**src/rtl/operand_queue_multicast.sv**
```systemverilog
// Credit-managed operand queue that routes each instruction's operand words to one consumer.
// Holds a command FIFO of {len, target}, a data FIFO, a read-credit counter and a per-command element counter.
module operand_queue_multicast #(
    parameter int unsigned DataWidth    = 64,
    parameter int unsigned DataBufDepth = 4,
    parameter int unsigned CmdBufDepth  = 4,
    parameter int unsigned NrConsumers  = 2,
    parameter int unsigned CntWidth     = 16,
    localparam int unsigned TgtW        = (NrConsumers > 1) ? $clog2(NrConsumers) : 1,
    localparam int unsigned DCntW       = $clog2(DataBufDepth + 1)
) (
    input  logic                   clk_i,
    input  logic                   rst_i,
    input  logic                   flush_i,
    input  logic [CntWidth-1:0]    cmd_len_i,
    input  logic [TgtW-1:0]        cmd_target_i,
    input  logic                   cmd_valid_i,
    output logic                   cmd_ready_o,
    input  logic                   operand_issued_i,
    output logic                   operand_queue_ready_o,
    input  logic [DataWidth-1:0]   operand_i,
    input  logic                   operand_valid_i,
    output logic [DataWidth-1:0]   operand_o,
    output logic [NrConsumers-1:0] operand_valid_o,
    output logic                   operand_last_o,
    input  logic [NrConsumers-1:0] operand_ready_i,
    output logic [DCntW-1:0]       data_count_o
);

    localparam int unsigned DPtrW = (DataBufDepth > 1) ? $clog2(DataBufDepth) : 1;
    localparam int unsigned CPtrW = (CmdBufDepth > 1) ? $clog2(CmdBufDepth) : 1;
    localparam int unsigned CCntW = $clog2(CmdBufDepth + 1);

    logic [DataWidth-1:0] data_mem [DataBufDepth];
    logic [CntWidth-1:0]  len_mem  [CmdBufDepth];
    logic [TgtW-1:0]      tgt_mem  [CmdBufDepth];

    logic [DPtrW-1:0]    data_wr_q, data_wr_d, data_rd_q, data_rd_d;
    logic [DCntW-1:0]    data_cnt_q, data_cnt_d;
    logic [CPtrW-1:0]    cmd_wr_q, cmd_wr_d, cmd_rd_q, cmd_rd_d;
    logic [CCntW-1:0]    cmd_cnt_q, cmd_cnt_d;
    logic                cmd_full_q, cmd_full_d;
    logic [DCntW-1:0]    credit_q, credit_d;
    logic [CntWidth-1:0] elem_cnt_q, elem_cnt_d;

    logic                   data_empty, data_full, cmd_empty;
    logic [CntWidth-1:0]    head_len;
    logic [TgtW-1:0]        head_tgt;
    logic                   head_zero, head_active, head_last;
    logic [NrConsumers-1:0] valid_vec;
    logic                   handshake;
    logic                   data_push, data_pop, cmd_push, cmd_pop, issue;

    function automatic logic [DPtrW-1:0] data_ptr_inc(input logic [DPtrW-1:0] p);
        return (p == DPtrW'(DataBufDepth - 1)) ? '0 : p + DPtrW'(1);
    endfunction

    function automatic logic [CPtrW-1:0] cmd_ptr_inc(input logic [CPtrW-1:0] p);
        return (p == CPtrW'(CmdBufDepth - 1)) ? '0 : p + CPtrW'(1);
    endfunction

    assign data_empty = (data_cnt_q == '0);
    assign data_full  = (data_cnt_q == DCntW'(DataBufDepth));
    assign cmd_empty  = (cmd_cnt_q == '0);

    assign head_len    = len_mem[cmd_rd_q];
    assign head_tgt    = tgt_mem[cmd_rd_q];
    assign head_zero   = (head_len == '0);
    // Flush suppresses valid so that no handshake can happen in the flush cycle.
    assign head_active = !flush_i && !cmd_empty && !head_zero && !data_empty;
    assign head_last   = (elem_cnt_q == head_len - CntWidth'(1));

    genvar gi;
    generate
        for (gi = 0; gi < NrConsumers; gi++) begin : g_route
            assign valid_vec[gi] = head_active && (head_tgt == TgtW'(gi));
        end
    endgenerate

    assign handshake = |(valid_vec & operand_ready_i);
    assign data_pop  = handshake;
    assign cmd_pop   = !flush_i && !cmd_empty && (head_zero || (handshake && head_last));
    assign cmd_push  = cmd_valid_i && cmd_ready_o;
    assign data_push = !flush_i && operand_valid_i && (!data_full || data_pop);
    assign issue     = !flush_i && operand_issued_i && (credit_q != '0);

    assign cmd_ready_o           = !cmd_full_q && !flush_i;
    assign operand_queue_ready_o = (credit_q != '0);
    assign operand_valid_o       = valid_vec;
    assign operand_last_o        = head_active && head_last;
    assign operand_o             = data_empty ? '0 : data_mem[data_rd_q];
    assign data_count_o          = data_cnt_q;

    always_comb begin
        data_wr_d  = data_wr_q;
        data_rd_d  = data_rd_q;
        data_cnt_d = data_cnt_q;
        cmd_wr_d   = cmd_wr_q;
        cmd_rd_d   = cmd_rd_q;
        cmd_cnt_d  = cmd_cnt_q;
        credit_d   = credit_q;
        elem_cnt_d = elem_cnt_q;

        if (data_push) data_wr_d = data_ptr_inc(data_wr_q);
        if (data_pop)  data_rd_d = data_ptr_inc(data_rd_q);
        case ({data_push, data_pop})
            2'b10:   data_cnt_d = data_cnt_q + DCntW'(1);
            2'b01:   data_cnt_d = data_cnt_q - DCntW'(1);
            default: data_cnt_d = data_cnt_q;
        endcase

        if (cmd_push) cmd_wr_d = cmd_ptr_inc(cmd_wr_q);
        if (cmd_pop)  cmd_rd_d = cmd_ptr_inc(cmd_rd_q);
        case ({cmd_push, cmd_pop})
            2'b10:   cmd_cnt_d = cmd_cnt_q + CCntW'(1);
            2'b01:   cmd_cnt_d = cmd_cnt_q - CCntW'(1);
            default: cmd_cnt_d = cmd_cnt_q;
        endcase

        // Credit goes back to the requester once the word leaves the data FIFO.
        case ({issue, data_pop})
            2'b10:   credit_d = credit_q - DCntW'(1);
            2'b01:   credit_d = credit_q + DCntW'(1);
            default: credit_d = credit_q;
        endcase

        if (handshake) elem_cnt_d = head_last ? '0 : elem_cnt_q + CntWidth'(1);

        if (flush_i) begin
            data_wr_d  = '0;
            data_rd_d  = '0;
            data_cnt_d = '0;
            cmd_wr_d   = '0;
            cmd_rd_d   = '0;
            cmd_cnt_d  = '0;
            credit_d   = DCntW'(DataBufDepth);
            elem_cnt_d = '0;
        end

        cmd_full_d = (cmd_cnt_d == CCntW'(CmdBufDepth));
    end

    always_ff @(posedge clk_i or posedge rst_i) begin
        if (rst_i) begin
            data_wr_q  <= '0;
            data_rd_q  <= '0;
            data_cnt_q <= '0;
            cmd_wr_q   <= '0;
            cmd_rd_q   <= '0;
            cmd_cnt_q  <= '0;
            cmd_full_q <= 1'b0;
            credit_q   <= DCntW'(DataBufDepth);
            elem_cnt_q <= '0;
        end else begin
            data_wr_q  <= data_wr_d;
            data_rd_q  <= data_rd_d;
            data_cnt_q <= data_cnt_d;
            cmd_wr_q   <= cmd_wr_d;
            cmd_rd_q   <= cmd_rd_d;
            cmd_cnt_q  <= cmd_cnt_d;
            cmd_full_q <= cmd_full_d;
            credit_q   <= credit_d;
            elem_cnt_q <= elem_cnt_d;
        end
    end

    // Storage arrays carry no reset; occupancy counters decide what is meaningful.
    always_ff @(posedge clk_i) begin
        if (data_push) data_mem[data_wr_q] <= operand_i;
    end

    always_ff @(posedge clk_i) begin
        if (cmd_push) begin
            len_mem[cmd_wr_q] <= cmd_len_i;
            tgt_mem[cmd_wr_q] <= cmd_target_i;
        end
    end

    a_no_overflow: assert property (@(posedge clk_i) disable iff (rst_i || flush_i)
        operand_valid_i |-> (!data_full || data_pop));

    a_no_issue_without_credit: assert property (@(posedge clk_i) disable iff (rst_i || flush_i)
        operand_issued_i |-> (credit_q != '0));

endmodule
```
**config.mk**
```make
export PLATFORM = sky130hd
export DESIGN_NAME = operand_queue_multicast
export DESIGN_NICKNAME = d
export VERILOG_FILES = /design/src/rtl/operand_queue_multicast.sv
export SDC_FILE = /design/constraint.sdc
export NUM_CORES = 1
export LEC_CHECK = 0
export ABC_AREA = 1
export BUFFER_PORTS_ARGS = -buffer_cell sky130_fd_sc_hd__buf_4
export CELL_PAD_IN_SITES_DETAIL_PLACEMENT = 0
export CELL_PAD_IN_SITES_GLOBAL_PLACEMENT = 2
export CORE_AREA = 10 10 157 267
export CTS_CLUSTER_SIZE = 8
export DETAILED_ROUTE_END_ITERATION = 10
export DIE_AREA = 0 0 167 277
export PLACE_DENSITY_LB_ADDON = 0.1
export SKIP_CTS_REPAIR_TIMING = 1
export SYNTH_ARGS = -nofsm -noshare
export SYNTH_HDL_FRONTEND = slang
export SYNTH_SLANG_ARGS = --single-unit
```
**constraint.sdc**
```tcl
create_clock -name clk_i -period 15 [get_ports clk_i]
set_input_delay 3 -clock clk_i [delete_from_list [all_inputs] [get_ports clk_i]]
set_output_delay 3 -clock clk_i [all_outputs]
set_load 0.005 [all_outputs]
```
Word level (Yosys, flattened, before mapping)
Memories as Yosys holds them, arrays and structs flattened.
Index checks and enable logic that the tools add are counted.

word-level totals
  register bits after elaboration = 34
  latch bits = 0
  memory bits (writable) = 324
  bits in read-only memories = 0
  input bits = 89
  output and inout port bits = 72
  word-level logic and storage cells = 98
  memories = 3

memory list
  name      words  width  read ports  clocked after memory_dff  wr ports  line  source
  data_mem  4      64     1           0                         1         34    logic [DataWidth-1:0] data_mem [DataBufDepth];
  len_mem   4      16     1           0                         1         35    logic [CntWidth-1:0] len_mem [CmdBufDepth];
  tgt_mem   4      1      1           0                         1         36    logic [TgtW-1:0] tgt_mem [CmdBufDepth];

cells by class
  add/sub/neg operators = 12
  multiply operators = 0
  divide/modulo/power cells = 0
  magnitude comparators = 0
  equality and inequality tests = 13
  shifts and indexed selects = 0
  mux-type cells = 26
  bitwise logic cells = 2
  reductions and logical operators = 33

operator list
  kind                                                                   count
  64-bit two-way mux                                                     1
  16-bit two-way mux                                                     3
  2-bit two-way mux                                                      12
  3-bit case mux with 2 select lines                                     3
  16-bit by 1-bit adder with 16-bit output, second input constant        1
  16-bit equality test                                                   1
  16-bit zero test                                                       1
  16-bit by 1-bit subtractor with 16-bit output, second input constant   1
  2-bit equality test, second input constant                             7
  1-bit logical AND                                                      14
  3-bit by 1-bit adder with 3-bit output, second input constant          3
  3-bit two-way mux                                                      3
  3-bit nonzero test                                                     3
  3-bit by 1-bit subtractor with 3-bit output, second input constant     3
  2-bit by 1-bit adder with 2-bit output, second input constant          4
  2-bit nonzero test                                                     4
  2-bit by 1-bit equality test with 1-bit output, second input constant  3
  3-bit equality test, second input constant                             2
  1-bit zero test                                                        6
  3-bit zero test                                                        2
  1-bit two-way mux                                                      4
  2-bit AND                                                              1
  1-bit logical OR                                                       2
  2-bit OR reduction                                                     1
  1-bit NOT                                                              1

Longest topological paths before layout
Gate-level depths: netlist of run 1.

  depth after elaboration = 15
  mapped depth = 25
  depth with buffers taken out = 22

Worst setup path before layout of run 1
OpenSTA, ideal clock, no wires.

  path type = in2reg
  start = input port flush_i
  end = memory data_mem[0][0], enable pin
  arrival time = 6.560 ns
  required time = 14.514 ns
  slack = 7.953 ns
  stages = 8
  path buffers = 0
  cell sequence = a31oi_1 > inv_1 > nor2_1 > nand4_1 > nand2_1 > or2_1 > nand2_2 > nor2_1

on the way
  cells in the longest elaborated chain, start to end = 11

ends and longest elaborated chain
  item                                       line    source
  start: declaration                         14      input logic flush_i,
  1-bit zero test *                          70, 84
  1-bit logical AND (3 in a row)             70      assign head_active = !flush_i && !cmd_empty && !head_zero && !data_empty;
  1-bit logical AND                          76      assign valid_vec[gi] = head_active && (head_tgt == TgtW'(gi));
  2-bit AND                                  80      assign handshake = |(valid_vec & operand_ready_i);
  2-bit OR reduction                         80
  1-bit logical OR                           84      assign data_push = !flush_i && operand_valid_i && (!data_full || data_pop);
  1-bit logical AND *                        84
  1-bit two-way mux *                        169     if (data_push) data_mem[data_wr_q] <= operand_i;
  1-bit two-way mux (implied by the code) *  169
  end: declaration                           34

Mark *: on every way between the ends. The rest lies on a longest branch, timed or not.

Final worst setup path of run 1
  start = input port flush_i
  end = output port operand_last_o

on the way
  cells in the longest elaborated chain, start to end = 5

ends and longest elaborated chain
  item                            line  source
  1-bit zero test                 70
  1-bit logical AND (3 in a row)  70
  1-bit logical AND               90    assign operand_last_o = head_active && head_last;
  end: declaration                25    output logic operand_last_o,

Every way passes these cells.

==> results by group, run 1 <==
Outcome
  – Status: finished clean

Critical path
  – Worst path arrival time: 4.12 ns
  – Flop2flop setup slack: about 11 ns
  – Critical path endpoint category: output pin
  – Worst path slowest cell: a31oi_1
  – CP top delay family: simple AND/OR/NAND/NOR gates
  – Worst Path Max Fanout: 7
  – Req. time, crit path: 12.00 ns
  – CP Launch Type: input pin
  – CP bufs+invs: 3
  – Kind of critical path: in2out
  – Reg2reg start: cmd_rd_q[1]$_DFFE_PP0P_
  – Worst path max stage delay: 0.31 ns
  – R2R Path End: data_mem[1][25]$_DFFE_PP_
  – Critical path cell sequence: buf_4 > a31oi_1 > inv_1 > nor2_1 > nand2_1 > nor2_1 > buf_4
  – R2R cell count: 14

Timing
  – RSZ-0062 raised after global routing: false
  – Fin crit period: approximately 7.1 ns
  – Final count of hold timing violations: 0
  – Slew @ Worst Pin: between 1 and 1.5 ns
  – Max Clock Skew: 0.01254 ns
  – Fin worst setup slack: between 7 and 8 ns
  – Final setup viols: 0
  – Final period util: between 40% and 50%
  – Max-slew violation count: 0
  – Final setup TNS: 0 ns
  – Max Freq: about 140 MHz
  – Max-Slew Margin vs Limit: 25.51%

Floorplanning
  – Num ports: 161
  – Row Count: between 90 and 100
  – Floorplan die height: around 280 um
  – Starting Density: 41.24%
  – Die X: ~170 um
  – Core Area: 0.03752 mm^2
  – DIE AREA: between 0.04 and 0.05 mm^2

Detailed routing
  – Routed wire per std cell: 19.75 um
  – Routed Antenna Nets: 0
  – DR vias: 10310
  – WL final: approximately 40000 um
  – DRC violation total after the first TritonRoute iteration: approximately 550
  – Drt via density: 5.077
  – Drt drc: 0
  – First-pass iteration count of the detailed router: 4

Clock network
  – H-tree depth: 2
  – Root buffer cell: clkbuf_16
  – Clock transition at path regs: roughly 0.050 ns
  – Clock latency on the worst-skew pair: approximately 0.56 ns
  – Clk sinks: around 360
  – Max clock buf depth: 3
  – CTS tree: done
  – Num CTS Buffers: 50

Yosys
  – Synth top area share: a little over three fifths
  – Main synth FF type: edfxtp_1
  – Top-count cell post-synth: edfxtp_1
  – EDFF count, synth: around 320
  – Mean Syn Cell Area: 11.34 um^2
  – Yosys warns: 0
  – Synthesized area: 0.01547 mm^2
  – Syn nets: 1470
  – Area contributors post-synth: edfxtp_1, nor2_1, dfrtp_1
  – FFs w/ async S/R, synth: a little under a tenth
  – Distinct cells, synth: 47
  – Seq/Total Area, Yosys: roughly 68%
  – Cells after Synth: approximately 1400
  – Synth area leader: edfxtp_1
  – Yosys reg bits: between 300 and 400
  – Post-synth top cells: edfxtp_1, nor2_1, nand2_1, o21ai_0

Global routing
  – GR Overflow Total: 0
  – First-pass GRT wire length: 61380 um
  – Vias in the first global route: 10660
  – GRT Util Overall: between 10% and 20%
  – Antenna violations before repair: 0
  – Largest net degree at the start of global routing: approximately 110

Power and ir drop
  – Lkg Pwr: 6.974 nW
  – Worst vdd ir: slightly below 0.1 mV
  – Cell Pwr Density: 142.3 mW/mm^2
  – Overall power: 2.637 mW

Cells and area
  – Layout net count: about 1600
  – Area growth from synthesis to layout: 19.75%
  – Fill cells: ~3400
  – Layout cell share with drive strength beyond 1: a little under a fifth
  – Final Non-Filler Cells: about 2000
  – Antenna cells: 0
  – Design Area, Final: around 0.019 mm^2

Job
  – Max_cap viols: 0

Placed design
  – Post-Place Cells: between 1500 and 2000
  – Placer Congestion: just over 0.8
  – Port Buffer Count: 160
  – Detailed placer's ending HPWL: between 20000 and 25000 um
  – Post-DP Area: approximately 0.017 mm^2
  – Placement Setup Slack: ~8 ns

Min path
  – Hold endpoint: credit_q[2]$_DFFE_PP1P_
  – Hold depth: 2
  – Hold Path Class: reg2reg
  – Worst Hold Launch: credit_q[2]$_DFFE_PP1P_
==> per-stage QoR <==
stage          hold slack (ns)  util, %
6_report                0.5016    49.38
5_1_grt                 0.5383    49.38
4_1_cts                 0.5058    49.38
3_5_place_dp            0.4978    45.64
3_3_place_gp            0.4988    45.64
2_1_floorplan           0.4759        -
==> where the power goes <==
part           internal, mW  switching (mW)  leakage (nW)
clock                 0.622           0.397         0.675
sequential             1.19          0.0259          3.40
combinational         0.147           0.258          2.90
total                  1.96           0.682          6.97
==> area by class of cell <==
class	instances	area (um^2)	area share, %
Clock buffer	70	1369	7.388
Clock inverter	2	33.78	0.1823
Inverter	64	245.2	1.324
Multi-Input combinational cell	880	4372	23.60
Sequential cell	358	10590	57.14
Tap cell	480	600.6	3.241
Timing Repair Buffer	176	1321	7.131
==> cells in the final DEF, fill, tap and decap left out, types with 27 or more instances in the layout <==
master / synthesis / final
nor2_1: 296 / 292
dfrtp_1: 33 / 31
xor2_1: 27 / 27
nand2_1: 166 / 166
o21ai_0: 139 / 139
buf_4: 4 / 176
a21oi_1: 74 / 74
inv_1: 57 / 55
clkbuf_16: 0 / 52
edfxtp_1: 324 / 324
nand3_1: 74 / 74
==> per-layer routing <==
layer	wire length [um]	track usage, %	up-vias
met1	15030	17.40	5034
met3	1752	3.565	58
met5	0	0	-
li1	-	-	5031
met2	22290	32.17	184
met4	1034	5.828	0
==> worst min-delay path, stage by stage (launching register included) <==
cell and delay [ns]:
dfstp_2 0.37, inv_1 0.06, o21ai_1 0.07
==> registers in the layout, summed over array words and instances (netlist names) <==
signal and flops:
data_rd_q 2, data_wr_q 2, cmd_cnt_q 3, len_mem 64, data_mem 256, cmd_rd_q 2, data_count_o 3, cmd_wr_q 2
tgt_mem 4, credit_q 3, cmd_full_q 1, elem_cnt_q 16
==> logic make-up (layout without fill, tap and decap cells) <==
| logic type | count (synthesis) | in the layout | synth area share (%) |
|---|---|---|---|
| compound gates | 239 | 239 | 8.151 |
| xor+xnor | 31 | 31 | 1.755 |
| fa+ha+maj | 16 | 16 | 1.439 |
| buf+inv | 127 | 312 | 3.582 |
| flops | 358 | 358 | 68.39 |
| simple gates | 594 | 594 | 16.68 |
==> how the worst max path moves through the flow <==
stage / end / from / cells after the start
6_report: operand_last_o / flush_i / 7
5_1_grt: operand_valid_o[0] / flush_i / 7
4_1_cts: operand_last_o / flush_i / 7
3_5_place_dp: operand_last_o / flush_i / 7
3_3_place_gp: operand_valid_o[0] / flush_i / 7
2_1_floorplan: data_mem[0][0]$_DFFE_PP_ / flush_i / 8
Power figures use the tool's default switching activity.
==> inputs of run 2 (changes only) <==
Settings changed: CORE_AREA 10 10 157 267 to 10 10 162 277, DIE_AREA 0 0 167 277 to 0 0 172 287.
Clock period 15 ns to 6.55 ns, I/O delays scaled along.
==> results by group, run 2 (synthesis results as in run 1) <==
Cells and area
  – Most frequent cells in the layout: edfxtp_1, nor2_1, buf_4
  – Utilization after layout: 46.29% (-3.1 points)
  – Area growth from synthesis to layout: 19.84% (about the same)
  – Commonest non-fill, non-tap cell in the layout: edfxtp_1
  – Max reg flops: 256 (unchanged)
  – Layout net count: 1638 (+0.18%)
  – Fill cells: 3702 (+8.7%)
  – Largest Register: data_mem
  – Layout cell share with drive strength beyond 1: 19.27% (+0.17 points)
  – Antenna cells: 0 (unchanged)
  – Largest registers: data_mem x256, len_mem x64, elem_cnt_q x16
  – Design Area, Final: 0.01854 mm^2 (about the same)

Floorplanning
  – Row Count: 97 (+3.2%)
  – Core Area: 0.04005 mm^2 (+6.7%)
  – Floorplan die height: 287 um (+3.6%)
  – Starting Density: 38.63% (-2.6 points)
  – DIE AREA: 0.04936 mm^2 (+6.7%)
  – Num ports: 161 (unchanged)
  – Die X: 172 um (+3.0%)

Global routing
  – Vias in the first global route: 10890 (+2.1%)
  – GR Overflow Total: 0 (unchanged)
  – Largest net degree at the start of global routing: 77 (-32%)
  – GRT Util Overall: 16.88% (+0.081 points)
  – Antenna violations before repair: 1 (+1)
  – First-pass GRT wire length: 63880 um (+4.1%)

Critical path
  – R2R cell count: 13 (-1)
  – Worst path depth: 5 (-2)
  – Flop2flop setup slack: 2.51 ns (-8.12 ns)
  – CP startpoint: data_rd_q[0]$_DFFE_PP0P_
  – Worst path arrival time: 3.48 ns (-0.64 ns)
  – CP top delay family: buffers and inverters
  – Worst path slowest cell: clkinv_2
  – CP Launch Type: flip-flop
  – Critical path cell sequence: clkinv_2 > buf_4 > o21ai_0 > a21oi_1 > buf_4
  – Req. time, crit path: 5.24 ns (-6.76 ns)
  – Worst path most repeated cell: buf_4
  – Reg2reg start: cmd_rd_q[1]$_DFFE_PP0P_
  – Worst Path Max Fanout: 67 (+60)
  – CP bufs+invs: 3 (unchanged)
  – Kind of critical path: reg2out
  – Worst path max stage delay: 0.87 ns (+0.56 ns)
  – Critical path endpoint category: output pin

Timing
  – Max Clock Skew: 0.02644 ns (+0.01391 ns)
  – Final count of hold timing violations: 0 (unchanged)
  – Max-slew violation count: 0 (unchanged)
  – Fin crit period: 4.789 ns
  – Final period util: 73.12%
  – Final setup viols: 0 (unchanged)
  – Slew @ Worst Pin: 1.043 ns (-0.07414 ns)
  – Max-Slew Margin vs Limit: 30.46% (+4.9 points)
  – RSZ-0062 raised after global routing: false
  – Max Freq: 208.8 MHz
  – Final setup TNS: 0 ns (unchanged)

Power and ir drop
  – Clk pwr share: 38.4% (-0.2 points)
  – Comb pwr share: 15.4% (about the same)
  – Cell Pwr Density: 324.4 mW/mm^2 (+130%)
  – Lkg Pwr: 6.974 nW (about the same)
  – Sw power: 1.579 mW (+130%)
  – Sw Ratio: 26.24% (+0.39 points)
  – Worst vdd ir: 0.2834 mV (+190%)
  – Sequential power share: 46.2% (+0.2 points)
  – Internal Power: 4.436 mW (+130%)
  – Overall power: 6.015 mW (+130%)

Min path
  – Hold Path Class: reg2reg
  – Worst Hold Launch: credit_q[2]$_DFFE_PP1P_
  – Hold depth: 2 (unchanged)

Clock network
  – H-tree depth: 2 (unchanged)
  – Clock transition at path regs: 0.06 ns (about the same)
  – Num CTS Buffers: 50 (unchanged)
  – Max clock buf depth: 3 (unchanged)
  – Root buffer cell: clkbuf_16
  – Clk sinks: 358 (unchanged)
  – Clock latency on the worst-skew pair: 0.57 ns (about the same)
  – CTS tree: done

Detailed routing
  – Drt drc: 0 (unchanged)
  – WL final: 41270 um (+2.9%)
  – Routed wire per std cell: 20.16 um (+2.1%)
  – Routed Antenna Nets: 0 (unchanged)
  – DR vias: 10270 (-0.35%)
  – First-pass iteration count of the detailed router: 7 (+3)
  – DRC violation total after the first TritonRoute iteration: 521 (-4.8%)
  – Drt via density: 5.018 (-1.2%)

Placed design
  – Post-DP Area: 0.01717 mm^2 (+0.25%)
  – Detailed placer's ending HPWL: 26450 um (+11%)
  – Placer Congestion: 0.8349 (+3.2%)
  – Port Buffer Count: 160 (unchanged)

Outcome
  – Status: finished clean

Job
  – Max_cap viols: 0 (unchanged)
-- run 2: cell types whose count changed in the layout (fill, tap and decap cells not counted), sizes merged --
cell    before  now
clkbuf      70   68
buf        176  179
clkinv       5    6
-- run 2: worst reg2reg max path, cell delays in order (launching register included) --
cell and delay (ns):
dfrtp_1 0.54, clkinv_2 0.37, nand3_1 0.21, nand2_1 0.20, nand2_1 0.23, nor2_1 0.09, nand4_2 0.16, nand4_1 0.10
nand2_1 0.10, buf_4 0.23, or2_1 0.17, nand2_2 0.16, nor2_4 0.34, buf_4 0.69
-- run 2: area by class of cell --
cell class              instances  area, um^2  area share, %
clock buffers                  68        1319          7.112
clock inverters                 3       55.05         0.2969
inverters                      64       246.5          1.329
multi-input cells             880        4372          23.58
flip-flops and latches        358       10590          57.10
well taps                     495       619.3          3.340
repair buffers                179        1344          7.247
-- run 2: routing by layer --
metal	GRT usage, %	up-vias	wire, um
met5	0	-	13
li1	-	5037	-
met1	17.95	4947	15370
met4	6.727	2	1421
met2	31.52	211	22630
met3	3.259	74	1832
-- run 2: power by group through the flow --
stage / Combinational, mW / Clock (mW) / Sequential, mW
final: 0.927 / 2.31 / 2.78
after global routing: 1.05 / 2.47 / 2.79
after CTS: 0.967 / 2.38 / 2.78
after detailed placement: 0.960 / 0 / 2.82
after global placement: 0.962 / 0 / 2.82
after floorplan: 0.470 / 0 / 2.81
-- run 2: final timing paths --
path / endpoint
worst min-delay path: credit_q[2]$_DFFE_PP1P_
min in group asynchronous: data_count_o[0]$_DFFE_PP0P_
max in group asynchronous: data_rd_q[0]$_DFFE_PP0P_
worst max register to register: data_mem[0][56]$_DFFE_PP_
worst min register to register: credit_q[2]$_DFFE_PP1P_
worst max-delay path: operand_o[52]
-- run 2: metrics by stage --
| step | worst slack [ns] | instances | hold WS (ns) |
|---|---|---|---|
| after floorplan | 1.193 | 1365 | 0.4759 |
| after global placement | 2.154 | 1976 | 0.5045 |
| after detailed placement | 2.176 | 1976 | 0.5082 |
| after CTS | 1.572 | 2047 | 0.5251 |
| after global routing | 1.385 | 2047 | 0.5432 |
| final | 1.761 | 2047 | 0.5214 |
==> inputs of run 3 (changes only) <==
Settings changed: CORE_AREA 10 10 162 277 to 10 10 170 292, DIE_AREA 0 0 172 287 to 0 0 180 302.
Clock period 6.55 ns to 4.2 ns, I/O delays scaled along.
==> results by group, run 3 (synthesis results as in run 1) <==
Floorplanning
  – Num ports: 161 (unchanged)
  – Die X: 180 um (+4.7%)
  – DIE AREA: 0.05436 mm^2 (+10%)
  – Core Area: 0.04472 mm^2 (+12%)
  – Floorplan die height: 302 um (+5.2%)
  – Row Count: 103 (+6.2%)
  – Starting Density: 34.60% (-4.0 points)

Cells and area
  – Most frequent cells in the layout: edfxtp_1, nor2_1, buf_4
  – Commonest non-fill, non-tap cell in the layout: edfxtp_1
  – Largest Register: data_mem
  – Area growth from synthesis to layout: 21.52%
  – Max reg flops: 256 (unchanged)
  – Layout net count: 1642 (+0.24%)
  – Largest registers: data_mem x256, len_mem x64, elem_cnt_q x16
  – Antenna cells: 0 (unchanged)
  – Utilization after layout: 42.04% (-4.3 points)
  – Layout cell share with drive strength beyond 1: 19.63% (+0.36 points)

Critical path
  – CP Launch Type: flip-flop
  – Critical path endpoint category: output pin
  – Kind of critical path: reg2out
  – Worst path max stage delay: 0.44 ns (-0.43 ns)
  – Req. time, crit path: 3.36 ns (-1.88 ns)
  – Worst path slowest cell: dfrtp_2
  – Worst path arrival time: 3.07 ns (-0.41 ns)
  – Critical path cell sequence: buf_6 > nand2_1 > nand3_1 > nand2_1 > ha_1 > nand3_1 > xor2_1 > nand3_1 > nor2_2 > nand2_1 > nor2_2 > nand3_4 > nor2_1 > buf_4
  – Worst Path Max Fanout: 21 (-69%)

Detailed routing
  – First-pass iteration count of the detailed router: 6 (-1)
  – WL final: 42700 um (+3.5%)
  – DR vias: 10330 (+0.55%)
  – Routed Antenna Nets: 0 (unchanged)
  – Drt via density: 4.847 (-3.4%)
  – Drt drc: 0 (unchanged)
  – Routed wire per std cell: 20.04 um (-0.60%)
  – DRC violation total after the first TritonRoute iteration: 465 (-11%)

Power and ir drop
  – Overall power: 9.444 mW (+57%)
  – Lkg Pwr: 7.035 nW (+0.88%)
  – Sw Ratio: 25.90% (-0.35 points)
  – Clk pwr share: 38.2% (-0.2 points)
  – Sequential power share: 45.8% (-0.4 points)
  – Internal Power: 6.998 mW (+58%)
  – Comb pwr share: 16.0% (+0.6 points)
  – Sw power: 2.446 mW (+55%)
  – Cell Pwr Density: 502.3 mW/mm^2 (+55%)
  – Worst vdd ir: 0.3256 mV (+15%)

Clock network
  – Root buffer cell: clkbuf_16
  – Max clock buf depth: 3 (unchanged)
  – Clk sinks: 358 (unchanged)
  – Num CTS Buffers: 50 (unchanged)
  – Clock latency on the worst-skew pair: 0.56 ns (about the same)
  – Clock transition at path regs: 0.05 ns (about the same)
  – CTS tree: done
  – H-tree depth: 2 (unchanged)

Timing
  – Final setup TNS: 0 ns (unchanged)
  – Slew @ Worst Pin: 0.9593 ns (-0.08384 ns)
  – Max-Slew Margin vs Limit: 36.05% (+5.6 points)
  – Min Hold Slack: 0.4136 ns (-0.1079 ns)
  – Max Freq: approximately 260 MHz
  – Fin crit period: 3.910 ns
  – Max Clock Skew: 0.01652 ns (-0.009926 ns)
  – Final setup viols: 0 (unchanged)
  – Final period util: between 90 and 100%
  – Max-slew violation count: 0 (unchanged)
  – Final count of hold timing violations: 0 (unchanged)
  – RSZ-0062 raised after global routing: false

Placed design
  – Detailed placer's ending HPWL: 26820 um (+1.4%)
  – Port Buffer Count: 160 (unchanged)
  – Placer Congestion: 0.8054 (-3.5%)

Global routing
  – Vias in the first global route: 10800 (-0.85%)
  – GR Overflow Total: 0 (unchanged)
  – Antenna violations before repair: 2 (+1)
  – First-pass GRT wire length: 64820 um (+1.5%)
  – GRT Util Overall: 15.36% (-1.5 points)
  – Largest net degree at the start of global routing: 130 (+69%)

Outcome
  – Status: finished clean

Job
  – Max_cap viols: 0 (unchanged)

Min path
  – Hold Path Class: in2async
-- run 3: changes by cell type in the layout (fill, tap and decap cells not counted), sizes merged --
cell    before  now
buf        179  183
clkbuf      68   67
inv         61   60
-- run 3: layer usage --
metal | GRT usage (%) | part of all wire, % | up-vias | routed length, um
li1 | - | - | 5034 | -
met1 | 15.30 | 36 | 4995 | 15490
met2 | 30.14 | 56 | 226 | 23750
met3 | 3.756 | 5.2 | 69 | 2203
met4 | 5.254 | 2.9 | 4 | 1222
met5 | 0 | 0.075 | - | 32
-- run 3: final cells by class --
cell class / count / area, um^2
Clock buffer: 67 / 1358
Clock inverter: 2 / 33.78
Fill cell: 4202 / 25920
Inverter: 64 / 249.0
Multi-Input combinational cell: 880 / 4374
Sequential cell: 358 / 10590
Tap cell: 577 / 721.9
Timing Repair Buffer: 183 / 1478
-- run 3: metrics by stage --
stage               instances  instance area [um^2]  setup slack [ns]
detailed placement       2062                 17400            0.4333
global placement         2062                 17400            0.5012
finish                   2131                 18800            0.2895
floorplan                1365                 15470           -0.6867
global route             2131                 18800           0.02526
CTS                      2131                 18790            0.1596
-- run 3: path summary, 6_finish.rpt --
path                                         startpoint                  endpoint  slack [ns]  cells past startpoint
worst max-delay path            cmd_rd_q[0]$_DFFE_PP0P_            operand_last_o        0.29                     14
worst min-delay path                              rst_i   credit_q[0]$_DFFE_PP0P_        0.41                      3
worst max register to register  cmd_rd_q[0]$_DFFE_PP0P_      cmd_full_q$_DFF_PP0_        0.53                     18
worst min register to register  credit_q[2]$_DFFE_PP1P_   credit_q[2]$_DFFE_PP1P_        0.51                      2
max in group asynchronous                         rst_i  data_rd_q[0]$_DFFE_PP0P_        3.38                      3
min in group clk_i                        cmd_len_i[11]  len_mem[0][11]$_DFFE_PP_        0.48                      1
-- run 3: critical path, delay by kind of cell (launching register included) --
kind | cells | cell delay (ns)
DFF | 1 | 0.44
and+or+nand+nor | 10 | 1.26
adders and majority gates | 1 | 0.24
buffers and inverters | 2 | 0.32
xor gates and xnor gates | 1 | 0.24
-- run 3: power groups by stage --
stage | clock [mW] | sequential (mW) | combinational, mW
final | 3.61 | 4.32 | 1.51
after global routing | 3.86 | 4.34 | 1.70
after floorplan | 0 | 4.39 | 0.732
after CTS | 3.72 | 4.32 | 1.57
after detailed placement | 0 | 4.39 | 1.57
after global placement | 0 | 4.39 | 1.57
